## config.mk

```make
export PLATFORM = sky130hd
export DESIGN_NAME = reg_wb_arbiter
export DESIGN_NICKNAME = d
export VERILOG_FILES = /design/src/rtl/reg_wb_arbiter_pkg.sv /design/src/rtl/reg_scoreboard.sv /design/src/rtl/reg_wb_arbiter.sv
export SDC_FILE = /design/constraint.sdc
export NUM_CORES = 1
export LEC_CHECK = 0
export ABC_AREA = 1
export CAP_MARGIN = 15
export CORE_MARGIN = 1.5
export CORE_UTILIZATION = 40
export CTS_BUF_LIST = sky130_fd_sc_hd__clkbuf_8
export DETAILED_ROUTE_END_ITERATION = 12
export PLACE_DENSITY = 0.67
export SETUP_SLACK_MARGIN = 0.1
export SLEW_MARGIN = 30
export SYNTH_ARGS = -nofsm -noshare
export SYNTH_HDL_FRONTEND = slang
export SYNTH_SLANG_ARGS = --single-unit
```

## constraint.sdc

```tcl
create_clock -name clk -period 8.9 [get_ports clk]
set_input_delay 2.67 -clock clk [delete_from_list [all_inputs] [get_ports clk]]
set_output_delay 2.67 -clock clk [all_outputs]
set_load 0.01 [all_outputs]
```

## src/rtl/reg_wb_arbiter_pkg.sv

```systemverilog
// Shared processor constants for the writeback arbiter and its register scoreboard.
package reg_wb_arbiter_pkg;

  localparam int unsigned REG_COUNT = 32;
  localparam int unsigned DATA_W    = 64;
  localparam int unsigned MAX_OUT   = 3;
  localparam int unsigned REG_W     = 5;
  localparam int unsigned ZERO_REG  = 0;

  // Channel-select encoding; also the "granted most recently" flag
  typedef enum logic {
    CH_ALU = 1'b0,
    CH_MEM = 1'b1
  } ch_sel_e;

endpackage

```

## src/rtl/reg_scoreboard.sv

```systemverilog
// Per-register outstanding-write counters with issue stall, pending map and sticky underflow error.
module reg_scoreboard #(
  parameter int unsigned REG_COUNT = reg_wb_arbiter_pkg::REG_COUNT,
  parameter int unsigned MAX_OUT   = reg_wb_arbiter_pkg::MAX_OUT
) (
  input  logic                                  clk,
  input  logic                                  rst_n,
  input  logic                                  i_issue_valid,
  input  logic [reg_wb_arbiter_pkg::REG_W-1:0]  i_issue_reg,
  input  logic                                  i_wr_en,
  input  logic [reg_wb_arbiter_pkg::REG_W-1:0]  i_wr_reg,
  output logic                                  o_stall_c,
  output logic [REG_COUNT-1:0]                  o_pending,
  output logic                                  o_err
);
  import reg_wb_arbiter_pkg::*;

  localparam int unsigned CNT_W = (MAX_OUT < 2) ? 1 : $clog2(MAX_OUT + 1);

  logic [CNT_W-1:0]     r_count [REG_COUNT];
  logic [CNT_W-1:0]     w_count_nxt [REG_COUNT];
  logic [REG_COUNT-1:0] r_pending;
  logic [REG_COUNT-1:0] w_pending_nxt;
  logic [REG_COUNT-1:0] w_inc_vec;
  logic [REG_COUNT-1:0] w_dec_vec;
  logic                 r_err;
  logic                 w_err_set;
  logic                 w_issue_hit;
  logic                 w_inc;

  assign w_issue_hit = i_issue_valid && (i_issue_reg != REG_W'(ZERO_REG));
  assign o_stall_c   = w_issue_hit && (r_count[i_issue_reg] == CNT_W'(MAX_OUT));
  assign w_inc       = w_issue_hit && !o_stall_c;

  // One-hot increment/decrement requests; register 0 never tracked
  always_comb begin
    w_inc_vec = '0;
    w_dec_vec = '0;
    for (int n = 1; n < int'(REG_COUNT); n++) begin
      w_inc_vec[n] = w_inc && (i_issue_reg == REG_W'(n));
      w_dec_vec[n] = i_wr_en && (i_wr_reg == REG_W'(n));
    end
  end

  always_comb begin
    w_err_set     = 1'b0;
    w_pending_nxt = '0;
    for (int n = 0; n < int'(REG_COUNT); n++) begin
      w_count_nxt[n] = r_count[n];
      if (w_dec_vec[n] && (r_count[n] == '0)) begin
        w_err_set = 1'b1;
      end
      if (w_inc_vec[n] && !w_dec_vec[n]) begin
        w_count_nxt[n] = r_count[n] + CNT_W'(1);
      end else if (w_dec_vec[n] && !w_inc_vec[n] && (r_count[n] != '0)) begin
        w_count_nxt[n] = r_count[n] - CNT_W'(1);
      end
      w_pending_nxt[n] = (w_count_nxt[n] != '0);
    end
  end

  always_ff @(posedge clk or negedge rst_n) begin
    if (!rst_n) begin
      for (int n = 0; n < int'(REG_COUNT); n++) begin
        r_count[n] <= '0;
      end
      r_pending <= '0;
      r_err     <= 1'b0;
    end else begin
      for (int n = 0; n < int'(REG_COUNT); n++) begin
        r_count[n] <= w_count_nxt[n];
      end
      r_pending <= w_pending_nxt;
      r_err     <= r_err | w_err_set;
    end
  end

  assign o_pending = r_pending;
  assign o_err     = r_err;

endmodule

```

## src/rtl/reg_wb_arbiter.sv

```systemverilog
// Round-robin ALU/MEM writeback arbiter driving the register-file write port, with scoreboard.
module reg_wb_arbiter #(
  parameter int unsigned REG_COUNT = reg_wb_arbiter_pkg::REG_COUNT,
  parameter int unsigned DATA_W    = reg_wb_arbiter_pkg::DATA_W,
  parameter int unsigned MAX_OUT   = reg_wb_arbiter_pkg::MAX_OUT
) (
  input  logic                                  clk,
  input  logic                                  rst_n,
  input  logic                                  i_alu_valid,
  input  logic [reg_wb_arbiter_pkg::REG_W-1:0]  i_alu_reg,
  input  logic [DATA_W-1:0]                     i_alu_data,
  output logic                                  o_alu_ready_c,
  input  logic                                  i_mem_valid,
  input  logic [reg_wb_arbiter_pkg::REG_W-1:0]  i_mem_reg,
  input  logic [DATA_W-1:0]                     i_mem_data,
  output logic                                  o_mem_ready_c,
  input  logic                                  i_issue_valid,
  input  logic [reg_wb_arbiter_pkg::REG_W-1:0]  i_issue_reg,
  output logic                                  o_issue_stall_c,
  output logic [reg_wb_arbiter_pkg::REG_W-1:0]  o_write_reg,
  output logic [DATA_W-1:0]                     o_write_data,
  output logic                                  o_reg_write_enable,
  output logic [REG_COUNT-1:0]                  o_pending,
  output logic                                  o_sb_err
);
  import reg_wb_arbiter_pkg::*;

  ch_sel_e           r_last_grant;
  logic              w_alu_grant;
  logic              w_mem_grant;
  logic              r_we;
  logic [REG_W-1:0]  r_write_reg;
  logic [DATA_W-1:0] r_write_data;

  // Contention goes to the channel not granted most recently
  always_comb begin
    w_alu_grant = i_alu_valid;
    w_mem_grant = i_mem_valid;
    if (i_alu_valid && i_mem_valid) begin
      w_alu_grant = (r_last_grant == CH_MEM);
      w_mem_grant = (r_last_grant == CH_ALU);
    end
  end

  assign o_alu_ready_c = w_alu_grant;
  assign o_mem_ready_c = w_mem_grant;

  // Write-port register; register 0 writes are accepted but never enabled
  always_ff @(posedge clk or negedge rst_n) begin
    if (!rst_n) begin
      r_last_grant <= CH_MEM;
      r_we         <= 1'b0;
      r_write_reg  <= '0;
      r_write_data <= '0;
    end else if (w_alu_grant) begin
      r_last_grant <= CH_ALU;
      r_we         <= (i_alu_reg != REG_W'(ZERO_REG));
      r_write_reg  <= i_alu_reg;
      r_write_data <= i_alu_data;
    end else if (w_mem_grant) begin
      r_last_grant <= CH_MEM;
      r_we         <= (i_mem_reg != REG_W'(ZERO_REG));
      r_write_reg  <= i_mem_reg;
      r_write_data <= i_mem_data;
    end else begin
      r_we         <= 1'b0;
    end
  end

  assign o_reg_write_enable = r_we;
  assign o_write_reg        = r_write_reg;
  assign o_write_data       = r_write_data;

  reg_scoreboard #(
    .REG_COUNT (REG_COUNT),
    .MAX_OUT   (MAX_OUT)
  ) u_reg_scoreboard (
    .clk           (clk),
    .rst_n         (rst_n),
    .i_issue_valid (i_issue_valid),
    .i_issue_reg   (i_issue_reg),
    .i_wr_en       (r_we),
    .i_wr_reg      (r_write_reg),
    .o_stall_c     (o_issue_stall_c),
    .o_pending     (o_pending),
    .o_err         (o_sb_err)
  );

endmodule
```

==> summary.txt <==
Run status
  – Status: completed

Die
  – Core footprint: 0.0245 sq mm
  – Initial cell density of the core: 41.0%
  – Die Y: 161 um
  – Die Wd: 161 um
  – Die area: 0.0260 sq mm
  – Ports: 254
  – Rows: 57

Worst setup path
  – Worst r2r src: u_reg_scoreboard.r_count[30]
  – CP required: 6.23 ns
  – Setup crit start: i_issue_reg[0]
  – CP Capture Point: o_issue_stall_c
  – Setup CP Type: primary input to output pin
  – Reg2reg end: u_reg_scoreboard.o_pending[22]
  – Crit start category: primary input
  – Worst Path Arrival: 5.41 ns
  – Critical Path Fanout Max: 29
  – CP Capture Type: output pin
  – Register-to-register setup slack: 6.17 ns
  – R2R depth: 15

Route
  – Via/cell ratio: 5.36
  – Via count: 10,600
  – Post-route ant nets: 0
  – Drt first pass iters: 7
  – Drt wl/cell: 17.7 um
  – Initial drt markers: 733
  – DRC viols: 0
  – Routed WL: 34,900 um

Power and ir drop
  – Worst vdd ir: 0.100 mV
  – Pwr/cell area: 227 mW/mm^2
  – Power after layout: 3.00 mW
  – LEAKAGE: 6.36 nW

Cells and area
  – Area delta synth->final: 31.6%
  – Diode count: 0
  – Max reg flops: 64
  – Share of layout cells above drive strength 1: 4.68%
  – Finished Layout Cells: 1,971
  – Finished Cell Area: 0.0132 sq mm
  – Nets: 1,813
  – Fill cell count: 2,368

Clock network
  – CTS Buf Count: 17
  – Hold Buf Count CTS: 0
  – Skew-Pair Late Insertion Delay: 0.49 ns
  – CTS sink cnt: 165
  – # Post-CTS Setup Buffers: 0
  – H-tree Lvls: 4
  – Clock-pin slew on the worst setup and hold paths: 0.10 ns
  – CTS tree: built
  – Worst-case clock buffer depth: 2
  – Number of gates resized after CTS: 0
  – Clock root cell: clkbuf_8

Placement
  – Gpl congestion: 0.918
  – Placed cell count: 1,938
  – Placed inst area: 0.0128 sq mm
  – Post-detail-place hpwl: 26,000 um
  – PortBufs: 252

Synthesis
  – Ys Warns: 0
  – Post-synth top flop: dfrtp_1
  – Yosys top cell area share: 40.9%
  – Main area contributors after synthesis: dfrtp_1, nand2_1, nand3_1
  – Syn avg cell area: 7.12 sq um
  – Post-synth top cells: nand2_1, inv_1, nand3_1, dfrtp_1, nor2_1
  – Number of synthesized flops with an enable pin: 0
  – Synth area leader: dfrtp_1
  – #FFs+latches synth: 165
  – Async set-reset flop share out of synthesis: 100%
  – Seq/Total Area, Yosys: 41.2%
  – Count leader, synth: nand2_1
  – Synth Net Count: 1,589
  – Cells after synthesis: 1,410
  – Post-synthesis cell area: 0.0100 sq mm
  – Cell variety after synth: 33

Global route
  – Global route overflow: 0
  – Largest net degree at the start of global routing: 95
  – Vias in the first global route: 10,400
  – All-Layer GR Usage: 27.5%
  – Initial antenna violation count: 1
  – Global-route wire length before repair: 55,700 um

STA
  – # setup viols final: 0
  – Crit share post-route: 90.7%
  – Min cycle time layout: 8.08 ns
  – Slew HR: 38.5%
  – Setup TNS: 0 ns
  – Worst-margin pin slew: 0.919 ns
  – Final hold viol count: 0
  – Max Clock Skew: 0.0210 ns
  – Achievable clock frequency: 124 MHz
  – RSZ-0062 raised after global routing: no
  – Final max-slew violation count: 0

Run
  – Max Cap Violations: 0

Worst hold path
  – Hold crit path type: register to register
==> where the power goes <==
| group | internal (mW) | switching (mW) | total, mW |
|---|---|---|---|
| clock | 0.210 | 0.349 | 0.559 |
| combinational | 0.551 | 0.726 | 1.28 |
| sequential | 0.990 | 0.177 | 1.17 |
| total | 1.75 | 1.25 | 3.00 |
==> cells in the final DEF (no fill, tap or decap), types with 2 or more instances in the layout <==
| master | count |
|---|---|
| clkinv_4 | 3 |
| nor2_1 | 147 |
| clkdlybuf4s50_1 | 250 |
| ha_1 | 31 |
| nand4_1 | 52 |
| nand4_2 | 20 |
| clkinv_1 | 4 |
| o21ai_1 | 2 |
| inv_6 | 3 |
| dfrtp_1 | 164 |
| a31oi_1 | 2 |
| buf_4 | 11 |
| o21ai_0 | 9 |
| a21oi_1 | 69 |
| inv_1 | 200 |
| nand2_2 | 2 |
| clkinv_8 | 4 |
| nor3_1 | 31 |
| nand2_1 | 353 |
| clkbuf_8 | 18 |
| o22ai_1 | 70 |
| nand3_1 | 178 |
| inv_2 | 4 |
| inv_8 | 3 |
==> per-stage QoR <==
stage | hold slack, ns | setup WS [ns] | utilization (%)
CTS | 0.507 | 0.865 | 53.9
global route | 0.547 | 0.650 | 54.0
global placement | 0.489 | 0.902 | 52.3
detailed placement | 0.492 | 0.867 | 52.3
floorplan | 0.478 | 2.30 | -
finish | 0.510 | 0.824 | 54.0
==> layer usage <==
| metal | routed length, um | global-route usage (%) | vias up |
|---|---|---|---|
| li1 | - | - | 5094 |
| met1 | 13100 | 31.4 | 4947 |
| met2 | 17600 | 48.8 | 451 |
| met3 | 3250 | 8.37 | 66 |
| met4 | 1000 | 9.18 | 0 |
| met5 | 0 | 0 | - |
==> critical path: stages <==
cell,delay (ns)
clkdlybuf4s50_1,0.80
buf_4,0.38
nand2_1,0.09
nand2_1,0.08
nand2_1,0.04
nand2_1,0.08
nand2_1,0.05
nand2_1,0.08
inv_1,0.04
nand2_1,0.07
nand2_1,0.05
nand2_1,0.14
nand2_2,0.08
nor2_1,0.17
clkdlybuf4s50_1,0.57
==> cell type report <==
cell class,instances,area (sq um),area share (%)
multi-input combinational,978,4870,36.9
sequential,165,4130,31.3
timing repair buffer,265,2630,19.9
inverter,207,777,5.88
tap,324,405,3.07
clock buffer,17,234,1.77
clock inverter,15,163,1.23
==> worst min-delay path by stage <==
stage                      start            to  slack [ns]  depth (start not counted)
floorplan           r_last_grant  r_last_grant        0.48                          2
global placement    r_last_grant  r_last_grant        0.49                          2
detailed placement  r_last_grant  r_last_grant        0.49                          2
CTS                 r_last_grant  r_last_grant        0.51                          2
global route        r_last_grant  r_last_grant        0.55                          2
finish              r_last_grant  r_last_grant        0.51                          2
==> kinds of logic after synthesis <==
group / count (synthesis) / share of synthesized area, %
AO/OA/AOI/OAI: 161 / 9.24
flip-flops: 165 / 41.2
AND/OR/NAND/NOR: 785 / 35.1
other: 1 / 0.0374
adder cells (fa/ha/maj): 31 / 3.86
buffers and inverters: 267 / 10.6
(Power assumes the default switching activity.)
